File: src/rtl/emif_mon_pkg.sv
// Shared definitions for the EMIF health monitor: channel state codes and helpers.
// Build option: EMIF_MON_STATS_EN adds per-channel saturating fault counters.
package emif_mon_pkg;

  typedef enum logic [1:0] {
    ST_LOCK  = 2'b00,
    ST_CAL   = 2'b01,
    ST_READY = 2'b10,
    ST_FAULT = 2'b11
  } chan_state_e;

  localparam int SYN_PLL  = 0;
  localparam int SYN_SUCC = 1;
  localparam int SYN_FAIL = 2;
  localparam int SYN_HB   = 3;
  localparam int SYN_W    = 4;

  localparam int          FAULT_CNT_W   = 16;
  localparam logic [15:0] FAULT_CNT_MAX = 16'hFFFF;

  // Bits needed for a counter that runs 0..limit-1 (never narrower than one bit).
  function automatic int cnt_width(input int limit);
    return (limit > 2) ? $clog2(limit) : 1;
  endfunction

endpackage

File: src/rtl/emif_mon_chan.sv
// One monitored EMIF channel: input synchronisers, LOCK/CAL/READY/FAULT FSM,
// calibration timer and heartbeat watchdog. EMIF_MON_STATS_EN adds a fault counter.
module emif_mon_chan
  import emif_mon_pkg::*;
#(
  parameter int CAL_TIMEOUT = 100000000,
  parameter int HB_TIMEOUT  = 1000000
) (
  input  logic       clk_100,
  input  logic       rst_n,
  input  logic       pll_locked_i,
  input  logic       cal_success_i,
  input  logic       cal_fail_i,
  input  logic       hb_toggle_i,
  input  logic       clr_i,
  input  logic       blink_slow_i,
  input  logic       blink_fast_i,
  output logic [1:0] state_o,
  output logic       led_o
`ifdef EMIF_MON_STATS_EN
  ,
  output logic [FAULT_CNT_W-1:0] fault_cnt_o
`endif
);

  localparam int               CAL_W    = cnt_width(CAL_TIMEOUT);
  localparam int               HB_W     = cnt_width(HB_TIMEOUT);
  localparam logic [CAL_W-1:0] CAL_LAST = CAL_W'(CAL_TIMEOUT - 1);
  localparam logic [HB_W-1:0]  HB_LAST  = HB_W'(HB_TIMEOUT - 1);

  logic [SYN_W-1:0] async_in;
  logic [SYN_W-1:0] sync1_reg;
  logic [SYN_W-1:0] sync2_reg;
  logic             hb_prev_reg;

  chan_state_e      state_reg;
  chan_state_e      state_next;
  logic [CAL_W-1:0] cal_timer_reg;
  logic [HB_W-1:0]  hb_wdog_reg;

  logic pll_s;
  logic succ_s;
  logic fail_s;
  logic hb_edge;
  logic cal_expired;
  logic hb_expired;
  logic state_change;

  assign async_in = {hb_toggle_i, cal_fail_i, cal_success_i, pll_locked_i};

  always_ff @(posedge clk_100) begin
    if (!rst_n) begin
      sync1_reg   <= '0;
      sync2_reg   <= '0;
      hb_prev_reg <= 1'b0;
    end else begin
      sync1_reg   <= async_in;
      sync2_reg   <= sync1_reg;
      hb_prev_reg <= sync2_reg[SYN_HB];
    end
  end

  assign pll_s   = sync2_reg[SYN_PLL];
  assign succ_s  = sync2_reg[SYN_SUCC];
  assign fail_s  = sync2_reg[SYN_FAIL];
  assign hb_edge = sync2_reg[SYN_HB] ^ hb_prev_reg;

  // A heartbeat edge in the same cycle as the limit counts as alive, not as a timeout.
  assign cal_expired  = (cal_timer_reg == CAL_LAST);
  assign hb_expired   = (hb_wdog_reg == HB_LAST) && !hb_edge;
  assign state_change = (state_next != state_reg);

  always_ff @(posedge clk_100) begin
    if (!rst_n) begin
      state_reg <= ST_LOCK;
    end else begin
      state_reg <= state_next;
    end
  end

  always_comb begin
    state_next = state_reg;
    case (state_reg)
      ST_LOCK: begin
        if (pll_s) state_next = ST_CAL;
      end
      ST_CAL: begin
        if (fail_s)           state_next = ST_FAULT;
        else if (!pll_s)      state_next = ST_LOCK;
        else if (cal_expired) state_next = ST_FAULT;
        else if (succ_s)      state_next = ST_READY;
      end
      ST_READY: begin
        if (fail_s || !pll_s || hb_expired) state_next = ST_FAULT;
      end
      ST_FAULT: begin
        if (clr_i) state_next = ST_LOCK;
      end
      default: state_next = ST_LOCK;
    endcase
  end

  always_comb begin
    state_o = state_reg;
    led_o   = 1'b0;
    case (state_reg)
      ST_LOCK:  led_o = 1'b0;
      ST_CAL:   led_o = blink_slow_i;
      ST_READY: led_o = 1'b1;
      ST_FAULT: led_o = blink_fast_i;
      default:  led_o = 1'b0;
    endcase
  end

  // Both timers restart on any state entry and park at their limit instead of wrapping.
  always_ff @(posedge clk_100) begin
    if (!rst_n) begin
      cal_timer_reg <= '0;
      hb_wdog_reg   <= '0;
    end else if (state_change) begin
      cal_timer_reg <= '0;
      hb_wdog_reg   <= '0;
    end else begin
      if (state_reg == ST_CAL && cal_timer_reg != CAL_LAST) begin
        cal_timer_reg <= cal_timer_reg + CAL_W'(1);
      end
      if (state_reg == ST_READY) begin
        if (hb_edge) begin
          hb_wdog_reg <= '0;
        end else if (hb_wdog_reg != HB_LAST) begin
          hb_wdog_reg <= hb_wdog_reg + HB_W'(1);
        end
      end
    end
  end

`ifdef EMIF_MON_STATS_EN
  logic [FAULT_CNT_W-1:0] fault_cnt_reg;

  always_ff @(posedge clk_100) begin
    if (!rst_n) begin
      fault_cnt_reg <= '0;
    end else if (state_next == ST_FAULT && state_reg != ST_FAULT &&
                 fault_cnt_reg != FAULT_CNT_MAX) begin
      fault_cnt_reg <= fault_cnt_reg + FAULT_CNT_W'(1);
    end
  end

  assign fault_cnt_o = fault_cnt_reg;
`endif

endmodule

File: src/rtl/emif_health_monitor.sv
// Monitors NUM_CH EMIF channels: per-channel FSMs, status LEDs, aggregate flags.
// Build option: EMIF_MON_STATS_EN exposes per-channel fault counters on fault_cnt_o.
module emif_health_monitor
  import emif_mon_pkg::*;
#(
  parameter int NUM_CH      = 2,
  parameter int CAL_TIMEOUT = 100000000,
  parameter int HB_TIMEOUT  = 1000000,
  parameter int BLINK_DIV_W = 25
) (
  input  logic                  clk_100,
  input  logic                  rst_n,
  input  logic [NUM_CH-1:0]     pll_locked_i,
  input  logic [NUM_CH-1:0]     cal_success_i,
  input  logic [NUM_CH-1:0]     cal_fail_i,
  input  logic [NUM_CH-1:0]     hb_toggle_i,
  input  logic                  clr_i,
  output logic [2*NUM_CH-1:0]   state_o,
  output logic                  all_ready_o,
  output logic                  any_fault_o,
  output logic [NUM_CH-1:0]     led_o,
  output logic                  alive_led_o
`ifdef EMIF_MON_STATS_EN
  ,
  output logic [16*NUM_CH-1:0]  fault_cnt_o
`endif
);

  logic [BLINK_DIV_W-1:0] blink_cnt_reg;
  logic [NUM_CH-1:0]      ready_vec;
  logic [NUM_CH-1:0]      fault_vec;
  logic                   all_ready_reg;
  logic                   any_fault_reg;

  always_ff @(posedge clk_100) begin
    if (!rst_n) begin
      blink_cnt_reg <= '0;
    end else begin
      blink_cnt_reg <= blink_cnt_reg + BLINK_DIV_W'(1);
    end
  end

  assign alive_led_o = blink_cnt_reg[BLINK_DIV_W-1];

  genvar gi;
  generate
    for (gi = 0; gi < NUM_CH; gi++) begin : g_chan
      emif_mon_chan #(
        .CAL_TIMEOUT (CAL_TIMEOUT),
        .HB_TIMEOUT  (HB_TIMEOUT)
      ) u_chan (
        .clk_100       (clk_100),
        .rst_n         (rst_n),
        .pll_locked_i  (pll_locked_i[gi]),
        .cal_success_i (cal_success_i[gi]),
        .cal_fail_i    (cal_fail_i[gi]),
        .hb_toggle_i   (hb_toggle_i[gi]),
        .clr_i         (clr_i),
        .blink_slow_i  (blink_cnt_reg[BLINK_DIV_W-1]),
        .blink_fast_i  (blink_cnt_reg[BLINK_DIV_W-3]),
        .state_o       (state_o[2*gi +: 2]),
        .led_o         (led_o[gi])
`ifdef EMIF_MON_STATS_EN
        ,
        .fault_cnt_o   (fault_cnt_o[16*gi +: 16])
`endif
      );

      assign ready_vec[gi] = (state_o[2*gi +: 2] == ST_READY);
      assign fault_vec[gi] = (state_o[2*gi +: 2] == ST_FAULT);
    end
  endgenerate

  // Aggregates trail state_o by one cycle so they can be used as clean registered flags.
  always_ff @(posedge clk_100) begin
    if (!rst_n) begin
      all_ready_reg <= 1'b0;
      any_fault_reg <= 1'b0;
    end else begin
      all_ready_reg <= &ready_vec;
      any_fault_reg <= |fault_vec;
    end
  end

  assign all_ready_o = all_ready_reg;
  assign any_fault_o = any_fault_reg;

endmodule

File: config.mk
export PLATFORM = sky130hd
export DESIGN_NAME = emif_health_monitor
export DESIGN_NICKNAME = d
export VERILOG_FILES = /design/src/rtl/emif_mon_pkg.sv /design/src/rtl/emif_mon_chan.sv /design/src/rtl/emif_health_monitor.sv
export SDC_FILE = /design/constraint.sdc
export NUM_CORES = 1
export LEC_CHECK = 0
export BUFFER_PORTS_ARGS = -buffer_cell sky130_fd_sc_hd__buf_4
export CORE_MARGIN = 3
export CORE_UTILIZATION = 40
export CTS_CLUSTER_SIZE = 8
export DETAILED_ROUTE_END_ITERATION = 8
export PLACE_DENSITY = 0.66
export SYNTH_ARGS = -nofsm -noshare
export SYNTH_HDL_FRONTEND = slang
export SYNTH_SLANG_ARGS = --single-unit
File: constraint.sdc
create_clock -name clk_100 -period 2.5 [get_ports clk_100]
set_input_delay 0.375 -clock clk_100 [delete_from_list [all_inputs] [get_ports clk_100]]
set_output_delay 0.375 -clock clk_100 [all_outputs]
set_load 0.03 [all_outputs]
## Word level (Yosys, flattened, before mapping)

Cells that the tools add are included.
W data, S select, Z words.

| word-level totals | value |
|---|---|
| flip-flop bits (word level) | 143 |
| latch bits | 0 |
| bits in writable memories | 0 |
| memory bits (read-only) | 0 |
| input bits | 11 |
| output and inout port bits | 9 |
| memories | 0 |

| operators by class | value |
|---|---|
| $add $sub $neg | 5 |
| $mul | 0 |
| divide/modulo/power cells | 0 |
| $lt $le $gt $ge | 0 |
| eq/ne operators | 16 |
| shifts and indexed selects | 0 |
| muxes and demuxes | 22 |
| bitwise gates (word level) | 3 |
| reduce and logical (&&, ||, !) cells | 22 |

Operators with widths:

| cell | count |
|---|---|
| $mux W20 | 4 |
| $add A27 B1 Y27 const B | 2 |
| $eq A27 B27 Y1 const B | 2 |
| $ne A27 B27 Y1 const B | 2 |
| $add A20 B1 Y20 const B | 2 |
| $eq A20 B20 Y1 const B | 2 |
| $ne A20 B20 Y1 const B | 2 |
| $mux W2 | 14 |
| $add A25 B1 Y25 const B | 1 |
| $pmux W2 S4 | 2 |
| $eq A2 B2 Y1 const B | 4 |
| $pmux W1 S4 | 2 |
| $reduce_and A2 Y1 | 3 |
| $reduce_or A2 Y1 | 3 |
| $eq A2 B1 Y1 const B | 2 |
| $logic_and A1 B1 Y1 | 4 |
| $logic_not A1 Y1 | 4 |
| $logic_not A2 Y1 | 2 |
| $logic_or A1 B1 Y1 | 4 |
| $ne A2 B2 Y1 | 2 |
| $reduce_bool A2 Y1 | 2 |
| $xor A1 B1 Y1 | 2 |
| $not A1 Y1 | 1 |

## Longest topological paths before layout

Gate-level depths: netlist (run 1).

| logic depth | value |
|---|---|
| depth in word-level cells | 8 |
| mapped depth | 8 |

## Modules after synthesis

A second synthesis (run 1) with hierarchy kept.

| second synthesis, totals | value |
|---|---|
| cell total of the unflattened synthesis | 807 |
| area total of the unflattened synthesis | 7149.4 sq um |

Modules (own cells, without submodules):

| module | times used | cells an instance | area each (sq um) |
|---|---|---|---|
| emif_mon_chan | 2 | 334 | 2974.1 |
| emif_health_monitor | 1 | 139 | 1201.2 |

## Least setup slack after synthesis (run 1)

OpenSTA, ideal clock, no wires.

| timing | value |
|---|---|
| path type | register to register |
| start point | register g_chan[0].u_chan.cal_timer_reg[4] |
| end point | register g_chan[0].u_chan.cal_timer_reg[26] |
| setup time | 0.086 ns |
| arrival | 2.130 ns |
| required time | 2.414 ns |
| setup slack | 0.284 ns |
| stages on the path, launching flop included | 7 |
| period minus slack after synthesis | 2.216 ns |
| cell sequence | dfxtp_1 nand4_2 or3_1 buf_2 or4_4 or4_1 a211oi_1 |

| between the ends | value |
|---|---|
| word-level cells in the longest chain between the ends | 7 |
| elaborated cells on any way between the ends | 10 |
| those cells by class | add/sub (1); eq/ne (3); mux (4); reduce/logical (2) |

RTL lines:

| element | line | text |
|---|---|---|
| start, declared | emif_mon_chan.sv:38 | `logic [CAL_W-1:0] cal_timer_reg;` |
| start signal, assigned | emif_mon_chan.sv:125 | `cal_timer_reg <= cal_timer_reg + CAL_W'(1);` |
| $eq A27 B27 Y1 | emif_mon_chan.sv:69 | `assign cal_expired = (cal_timer_reg == CAL_LAST);` |
| $mux W2 | emif_mon_chan.sv:90 | `else if (cal_expired) state_next = ST_FAULT;` |
| $mux W2 | emif_mon_chan.sv:89 | `else if (!pll_s) state_next = ST_LOCK;` |
| $mux W2 | emif_mon_chan.sv:88 | `if (fail_s) state_next = ST_FAULT;` |
| $pmux W2 S4 | emif_mon_chan.sv:83 | `case (state_reg)` |
| $ne A2 B2 Y1 | emif_mon_chan.sv:71 | `assign state_change = (state_next != state_reg);` |
| $reduce_or A2 Y1 (no line) | - |  |

Parallel ways exist; a longest one is shown, timed or not.
A chain may end at the register's enable or synchronous reset.

## Final worst setup path (run 1)

| timing | value |
|---|---|
| start point | register g_chan[0].u_chan.cal_timer_reg[0] |
| end point | register g_chan[0].u_chan.cal_timer_reg[21] |

The elaborated chain is that of the path after synthesis.

==> flow_summary.yaml, run 1 <==
run_status:
  outcome: "finished, final reports clean"
synthesis:
  syn-num-nets: 829
  ys_warn_count: 0
  synth.top_cells.by_area: "sky130_fd_sc_hd__dfxtp_1 (41%), sky130_fd_sc_hd__xor2_1 (6.5%), sky130_fd_sc_hd__nor3_1 (6.1%), sky130_fd_sc_hd__and2_1 (3.9%), sky130_fd_sc_hd__xnor2_1 (3.9%)"
  cell_count_after_synthesis: 813
  yosys_top_cell_by_area: "sky130_fd_sc_hd__dfxtp_1"
  post_synth.cell_area_avg_um2: 8.66
  dominantRegCellSynth: "sky130_fd_sc_hd__dfxtp_1"
  cell_area_after_technology_mapping_um2: 7040
  synth.ff_latch_count: 143
  synth-async-reset-ratio: 0
  synth.yosys.seq_area_share: 0.407
  number_of_enable_type_register_cells_in_the_synthesized_netlist: 0
  cell_with_the_most_instances_after_synthesis: "sky130_fd_sc_hd__dfxtp_1"
  synth.top_cells.by_count: "sky130_fd_sc_hd__dfxtp_1 (143), sky130_fd_sc_hd__nor3_1 (86), sky130_fd_sc_hd__xor2_1 (52)"
  synth_top_area_frac: 0.407
  synth.lib_cells_used.distinct: 56
sta:
  timing_hold_violations_final: 0
  final.hold.worst_slack_ns: 0.164
  fraction_of_the_cycle_the_final_worst_path_needs: 0.899
  worst_slew_margin_rel: 0.566
  slew_violations: 0
  layout_setup_ws_ns: 0.253
  setup_total_negative_slack_ns: 0
  setup_viol_count_final: 0
  finalClockSkew_ns: 0.00619
  fmax_mhz: 445
  tightestPinTransition_ns: 0.646
  layout_min_cycle_time_ns: 2.25
  rsz0062_at_grt: "no"
global_routing:
  grt_start_max_net_pins: 40
  global_route.usage.total: 0.156
  globalRoute.totalOverflow: 0
  grt_first_pass_wirelength_um: 25900
  grt_pass1_vias: 5518
  grt_antenna_before_repair: 0
finish:
  finish.net_count: 848
  largest_register_ff_count: 54
  area_delta_synth_final_pct: 16.6
  diodes: 0
  final.fill_count: 1574
  post_route_cells_drive_above_1_share: 0.110
power_and_ir_drop:
  lkg_pwr_nw: 2.73
  worst_voltage_drop_across_the_vdd_grid_mv: 0.423
  pwr_density_cell_nw_per_um2: 647
place:
  hpwl_after_detailed_placement_um: 9880
  port_buffers: 19
  setup_slack_at_placement_ns: 0.248
  gp_congestion: 0.795
route:
  routed_antenna_nets: 0
  vias_per_cell: 5.51
  finalWirelength_um: 14800
  drt-wirelength-per-cell_um: 13.9
  drt_first_pass_iters: 6
  drtIter0Drc: 309
  vias: 5863
  detail_route.drc_violations: 0
critical_path:
  worst_setup_path_start_kind: "flop"
  reg2reg_depth: 7
  timing.critical_path.arrival_ns: 2.58
  regToRegSetupSlack_ns: 0.25
  setup.worst_path.end_class: "flop"
  regToRegEndpoint: "g_chan[0].u_chan.cal_timer_reg[21]$_SDFFE_PP0P_"
  timing.critical_path.fanout_max: 18
  crit_required_ns: 2.84
  rr_startpoint: "g_chan[0].u_chan.cal_timer_reg[0]$_SDFFE_PP0P_"
  criticalPathCategory: "reg2reg"
clocking:
  clk-insertion-delay-late_ns: 0.42
  h-tree-depth: 4
  clock-sinks: 143
  clock-root-buffer: "sky130_fd_sc_hd__clkbuf_16"
  cts.reportedPaths.clkPinSlew_ns: 0.06
  cts_made_buffers: 17
  clk_path_buf_depth: 2
  tritoncts: "built"
min_path:
  min_delay_path_depth: 2
  hold-path-endpoint: "g_chan[1].u_chan.sync1_reg[0]$_SDFF_PN0_"
  worst_hold_startpoint: "pll_locked_i[1]"
  class_of_the_tightest_hold_or_removal_check: "in2reg"
flow_run:
  timing.max_cap.violations: 0
die:
  die_area_um2: 19200
  top_level_ports: 20
  std_cell_rows: 47
  fp.coreArea_um2: 16900
  chipHeight_um: 139
  dieWidth_um: 139
  floorplan.initialDensity: 0.417
-- cells in the final DEF (no fill, tap or decap), types with 6 or more instances in the layout --
| cell | n |
|---|---|
| sky130_fd_sc_hd__nand2b_1 | 8 |
| sky130_fd_sc_hd__and3_1 | 16 |
| sky130_fd_sc_hd__o21ai_0 | 28 |
| sky130_fd_sc_hd__nor4_1 | 17 |
| sky130_fd_sc_hd__o21a_1 | 6 |
| sky130_fd_sc_hd__inv_1 | 16 |
| sky130_fd_sc_hd__or4_1 | 17 |
| sky130_fd_sc_hd__dfxtp_1 | 143 |
| sky130_fd_sc_hd__xnor2_1 | 31 |
| sky130_fd_sc_hd__a211oi_1 | 27 |
| sky130_fd_sc_hd__xor2_1 | 52 |
| sky130_fd_sc_hd__clkbuf_16 | 17 |
| sky130_fd_sc_hd__and2_1 | 44 |
| sky130_fd_sc_hd__nor2b_1 | 8 |
| sky130_fd_sc_hd__nor4b_1 | 6 |
| sky130_fd_sc_hd__o211ai_1 | 17 |
| sky130_fd_sc_hd__a21oi_1 | 8 |
| sky130_fd_sc_hd__nand4_1 | 26 |
| sky130_fd_sc_hd__o31ai_1 | 16 |
| sky130_fd_sc_hd__and4_1 | 12 |
| sky130_fd_sc_hd__or3_1 | 16 |
| sky130_fd_sc_hd__nand2_1 | 40 |
| sky130_fd_sc_hd__nor3_1 | 86 |
| sky130_fd_sc_hd__nand3_1 | 38 |
| sky130_fd_sc_hd__buf_4 | 46 |
| sky130_fd_sc_hd__a21boi_0 | 9 |
| sky130_fd_sc_hd__nor2_1 | 26 |
| sky130_fd_sc_hd__o2111ai_1 | 9 |
-- power by group --
group / switching [mW] / leakage (nW) / internal, mW / total (mW)
logic: 0.113 / 1.26 / 0.0674 / 0.181
registers: 0.0186 / 1.16 / 2.30 / 2.32
clock network: 0.979 / 0.313 / 1.83 / 2.81
-- what timing repair did --
item,4_1_cts,5_1_grt
hold buffers,0,0
setup buffers,0,1
hold endpoints to repair,0,0
gates resized for setup,0,1
endpoints found under the setup margin,0,2
-- logic make-up after synthesis --
logic type	synth area share
fa+ha+maj	0.00889
xor+xnor	0.103
flops	0.407
compound gates	0.132
simple gates	0.309
buf+inv	0.0356
mux	0.00427
-- cell type report --
type	instances	area, µm²	area share
tap	220	275	0.0336
timing repair buffer	48	385	0.0470
multi-input combinational	606	3960	0.482
clock inverter	12	208	0.0253
clock buffer	20	457	0.0557
inverter	16	60.1	0.00732
sequential	143	2860	0.349
-- how the worst max path moves through the flow --
| stage | depth (start not counted) | start | slack, ns | end |
|---|---|---|---|---|
| 6_report | 7 | g_chan[0].u_chan.cal_timer_reg[0]$_SDFFE_PP0P_ | 0.25 | g_chan[0].u_chan.cal_timer_reg[21]$_SDFFE_PP0P_ |
| 5_1_grt | 7 | g_chan[0].u_chan.cal_timer_reg[0]$_SDFFE_PP0P_ | 0.06 | g_chan[0].u_chan.cal_timer_reg[22]$_SDFFE_PP0P_ |
| 4_1_cts | 7 | g_chan[0].u_chan.cal_timer_reg[0]$_SDFFE_PP0P_ | 0.20 | g_chan[0].u_chan.cal_timer_reg[10]$_SDFFE_PP0P_ |
| 3_5_place_dp | 7 | g_chan[0].u_chan.cal_timer_reg[0]$_SDFFE_PP0P_ | 0.25 | g_chan[0].u_chan.cal_timer_reg[10]$_SDFFE_PP0P_ |
| 3_3_place_gp | 7 | g_chan[0].u_chan.cal_timer_reg[0]$_SDFFE_PP0P_ | 0.33 | g_chan[0].u_chan.cal_timer_reg[8]$_SDFFE_PP0P_ |
| 2_1_floorplan | 6 | g_chan[0].u_chan.cal_timer_reg[4]$_SDFFE_PP0P_ | 0.28 | g_chan[0].u_chan.cal_timer_reg[26]$_SDFFE_PP0P_ |
-- per-stage QoR --
stage | instances | util | total power, mW | instance area, µm²
2_1_floorplan | 813 | - | 2.48 | 7040
3_3_place_gp | 1032 | 0.446 | 2.55 | 7520
3_5_place_dp | 1032 | 0.446 | 2.55 | 7520
4_1_cts | 1064 | 0.485 | 5.38 | 8190
5_1_grt | 1065 | 0.486 | 5.49 | 8200
6_report | 1065 | 0.486 | 5.31 | 8200
-- critical path, stage by stage, from the launching register on --
cell	delay [ns]
sky130_fd_sc_hd__dfxtp_1	0.33
sky130_fd_sc_hd__ha_1	0.21
sky130_fd_sc_hd__and3_1	0.24
sky130_fd_sc_hd__nand4_1	0.29
sky130_fd_sc_hd__o21ai_1	0.15
sky130_fd_sc_hd__buf_4	0.21
sky130_fd_sc_hd__or4_1	0.51
sky130_fd_sc_hd__a211oi_1	0.22
-- routing by layer --
metal / vias up / global-route usage / part of all wire
met5: - / 0 / 0
met4: 0 / 0.0407 / 0.0081
met3: 15 / 0.0441 / 0.032
met2: 69 / 0.251 / 0.46
met1: 2720 / 0.208 / 0.50
li1: 3059 / - / -
Power figures use the tool's default switching activity.
==> run 2: changes to the inputs <==
- ABC_AREA: default -> 1
==> flow_summary.yaml, run 2 <==
sta:
  rsz0062_at_grt: "no"
  setup_viol_count_final: 0
  tightestPinTransition_ns: 0.700
  slew_violations: 0
  worst_slew_margin_rel: 0.533
  timing_hold_violations_final: 0
  fraction_of_the_cycle_the_final_worst_path_needs: 0.897
  finalClockSkew_ns: 0.0118
  setup_total_negative_slack_ns: 0
  final.hold.worst_slack_ns: 0.133
  fmax_mhz: 446
  layout_min_cycle_time_ns: 2.24
die:
  dieWidth_um: 150
  die_area_um2: 22500
  top_level_ports: 20
  chipHeight_um: 150
  fp.coreArea_um2: 20300
  std_cell_rows: 52
  floorplan.initialDensity: 0.408
synthesis:
  post_synth.cell_area_avg_um2: 6.73
  syn-num-nets: 1248
  synth.yosys.seq_area_share: 0.345
  synth.ff_latch_count: 143
  number_of_enable_type_register_cells_in_the_synthesized_netlist: 0
  synth.lib_cells_used.distinct: 36
  synth_top_area_frac: 0.345
  cell_count_after_synthesis: 1232
  yosys_top_cell_by_area: "sky130_fd_sc_hd__dfxtp_1"
  cell_with_the_most_instances_after_synthesis: "sky130_fd_sc_hd__nand2_1"
  synth.top_cells.by_area: "sky130_fd_sc_hd__dfxtp_1 (35%), sky130_fd_sc_hd__nand2_1 (12%), sky130_fd_sc_hd__inv_1 (8.6%), sky130_fd_sc_hd__nor2_1 (7.7%), sky130_fd_sc_hd__xor2_1 (7.2%)"
  ys_warn_count: 0
  cell_area_after_technology_mapping_um2: 8290
  dominantRegCellSynth: "sky130_fd_sc_hd__dfxtp_1"
  synth-async-reset-ratio: 0
  synth.top_cells.by_count: "sky130_fd_sc_hd__nand2_1 (265), sky130_fd_sc_hd__inv_1 (189), sky130_fd_sc_hd__nor2_1 (169)"
place:
  port_buffers: 19
  cell_count_after_placement: 1508
  hpwl_after_detailed_placement_um: 13100
  placed_area_um2: 8740
  gp_congestion: 0.879
finish:
  largest_register_ff_count: 54
  finalInstanceArea_um2: 9350
  diodes: 0
  final.fill_count: 2160
  multi_input_comb_area_um2: 4500
  layout.cells.non_filler: 1542
  post_route_cells_drive_above_1_share: 0.113
  most_used_cells_in_the_layout_excluding_fill_and_tap_cells: "sky130_fd_sc_hd__nand2_1 (263), sky130_fd_sc_hd__inv_1 (188), sky130_fd_sc_hd__nor2_1 (169)"
  register_area_um2: 2860
  area_delta_synth_final_pct: 12.8
  finish.net_count: 1276
  final_common_cell: "sky130_fd_sc_hd__nand2_1"
power_and_ir_drop:
  internal_power_mw: 3.93
  switchingPower_mw: 1.14
  lkg_pwr_nw: 3.33
  power_frac_clock: 0.498
  pwr-share-seq: 0.457
  power.switching_fraction: 0.224
  pwr_density_cell_nw_per_um2: 542
  share_comb_of_total_power: 0.045
  worst_voltage_drop_across_the_vdd_grid_mv: 0.424
critical_path:
  timing.critical_path.fanout_max: 20
  worst_setup_path_start_kind: "flop"
  regToRegEndpoint: "g_chan[0].u_chan.hb_wdog_reg[11]$_SDFFE_PP0P_"
  setup.worst_path.end_class: "flop"
  rr_startpoint: "g_chan[0].u_chan.cal_timer_reg[1]$_SDFFE_PP0P_"
  reg2reg_depth: 15
  regToRegSetupSlack_ns: 0.26
  crit_required_ns: 2.81
  criticalPathCategory: "reg2reg"
  timing.critical_path.arrival_ns: 2.55
route:
  drtIter0Drc: 448
  vias: 7334
  vias_per_cell: 4.76
  routed_antenna_nets: 0
  detail_route.drc_violations: 0
  drt_first_pass_iters: 5
  finalWirelength_um: 18000
  drt-wirelength-per-cell_um: 11.7
clocking:
  cts.reportedPaths.clkPinSlew_ns: 0.06
  clk-insertion-delay-late_ns: 0.42
  tritoncts: "built"
  clock-sinks: 143
  clk_path_buf_depth: 2
  cts_made_buffers: 17
  clock-root-buffer: "sky130_fd_sc_hd__clkbuf_16"
  cts_hold_bufs: 0
  h-tree-depth: 4
global_routing:
  grt_pass1_vias: 6817
  grt_antenna_before_repair: 0
  globalRoute.totalOverflow: 0
  grt_first_pass_wirelength_um: 31300
  global_route.usage.total: 0.168
  grt_start_max_net_pins: 34
min_path:
  hold-path-endpoint: "g_chan[0].u_chan.sync1_reg[2]$_SDFF_PN0_"
  worst_hold_startpoint: "cal_fail_i[0]"
  min_delay_path_depth: 3
  class_of_the_tightest_hold_or_removal_check: "in2reg"
flow_run:
  timing.max_cap.violations: 0
run_status:
  outcome: "finished, final reports clean"
[run 2: worst max-delay path by stage]
stage | startpoint | slack (ns) | cells after the start | endpoint
2_1_floorplan | g_chan[0].u_chan.state_o[0]$_SDFF_PN0_ | 0.60 | 12 | g_chan[0].u_chan.hb_wdog_reg[19]$_SDFFE_PP0P_
3_3_place_gp | g_chan[0].u_chan.cal_timer_reg[1]$_SDFFE_PP0P_ | 0.27 | 13 | g_chan[0].u_chan.cal_timer_reg[6]$_SDFFE_PP0P_
3_5_place_dp | g_chan[0].u_chan.cal_timer_reg[1]$_SDFFE_PP0P_ | 0.22 | 13 | g_chan[0].u_chan.cal_timer_reg[6]$_SDFFE_PP0P_
4_1_cts | g_chan[0].u_chan.cal_timer_reg[1]$_SDFFE_PP0P_ | 0.21 | 13 | g_chan[0].u_chan.cal_timer_reg[6]$_SDFFE_PP0P_
5_1_grt | g_chan[1].u_chan.cal_timer_reg[0]$_SDFFE_PP0P_ | 0.01 | 15 | g_chan[1].u_chan.cal_timer_reg[4]$_SDFFE_PP0P_
6_report | g_chan[0].u_chan.cal_timer_reg[1]$_SDFFE_PP0P_ | 0.26 | 15 | g_chan[0].u_chan.hb_wdog_reg[11]$_SDFFE_PP0P_
[run 2: layout make-up]
cell class                 count  share of cell area
multi-input combinational    867               0.482
tap                          270              0.0361
inverter                     192              0.0775
timing repair buffer          39              0.0367
clock inverter                11              0.0153
clock buffer                  20              0.0467
sequential                   143               0.306
[run 2: cell families (layout without fill, tap and decap cells)]
kind of cell | count (synthesis) | after routing | share of synthesized area
simple gates | 689 | 689 | 0.389
buf+inv | 222 | 262 | 0.113
flops | 143 | 143 | 0.345
compound gates | 93 | 93 | 0.0602
xor+xnor | 78 | 78 | 0.0824
fa+ha+maj | 5 | 5 | 0.00754
mux | 2 | 2 | 0.00241
[run 2: stage by stage]
step / setup slack (ns) / utilization / total power, mW
global placement: 0.274 / 0.431 / 2.59
finish: 0.257 / 0.461 / 5.07
CTS: 0.207 / 0.459 / 5.12
detailed placement: 0.219 / 0.431 / 2.59
global route: 0.0143 / 0.461 / 5.25
floorplan: 0.599 / - / 2.54
[run 2: repair_timing]
action / 4_1_cts / 5_1_grt
resized for setup: 0 / 2
setup endpoints to repair: 0 / 2
setup buffers: 0 / 3
[run 2: routing by layer]
metal,share of wire,GRT usage,vias up
met5,0,0,-
met4,0.016,0.0522,0
met3,0.040,0.0397,23
met2,0.48,0.282,129
met1,0.46,0.214,3270
li1,-,-,3912
[run 2: worst max-delay path: stages, from the launching register on]
cell and delay, ns:
sky130_fd_sc_hd__dfxtp_1 0.33, sky130_fd_sc_hd__ha_1 0.23, sky130_fd_sc_hd__inv_1 0.07, sky130_fd_sc_hd__nor2_1 0.22, sky130_fd_sc_hd__nand2_2 0.12, sky130_fd_sc_hd__nor2_1 0.11, sky130_fd_sc_hd__nand2_1 0.10, sky130_fd_sc_hd__nand2_1 0.08
sky130_fd_sc_hd__nand2_1 0.06, sky130_fd_sc_hd__nand2_1 0.08, sky130_fd_sc_hd__a21oi_1 0.06, sky130_fd_sc_hd__nand2_1 0.08, sky130_fd_sc_hd__clkinv_1 0.09, sky130_fd_sc_hd__nand2_4 0.22, sky130_fd_sc_hd__buf_12 0.20, sky130_fd_sc_hd__nor2_1 0.06
[run 2: power by group through the flow]
stage / clock network (mW) / logic, mW / registers [mW]
2_1_floorplan: 0 / 0.173 / 2.36
3_3_place_gp: 0 / 0.229 / 2.36
3_5_place_dp: 0 / 0.230 / 2.36
4_1_cts: 2.58 / 0.230 / 2.31
5_1_grt: 2.68 / 0.255 / 2.31
6_report: 2.52 / 0.228 / 2.31
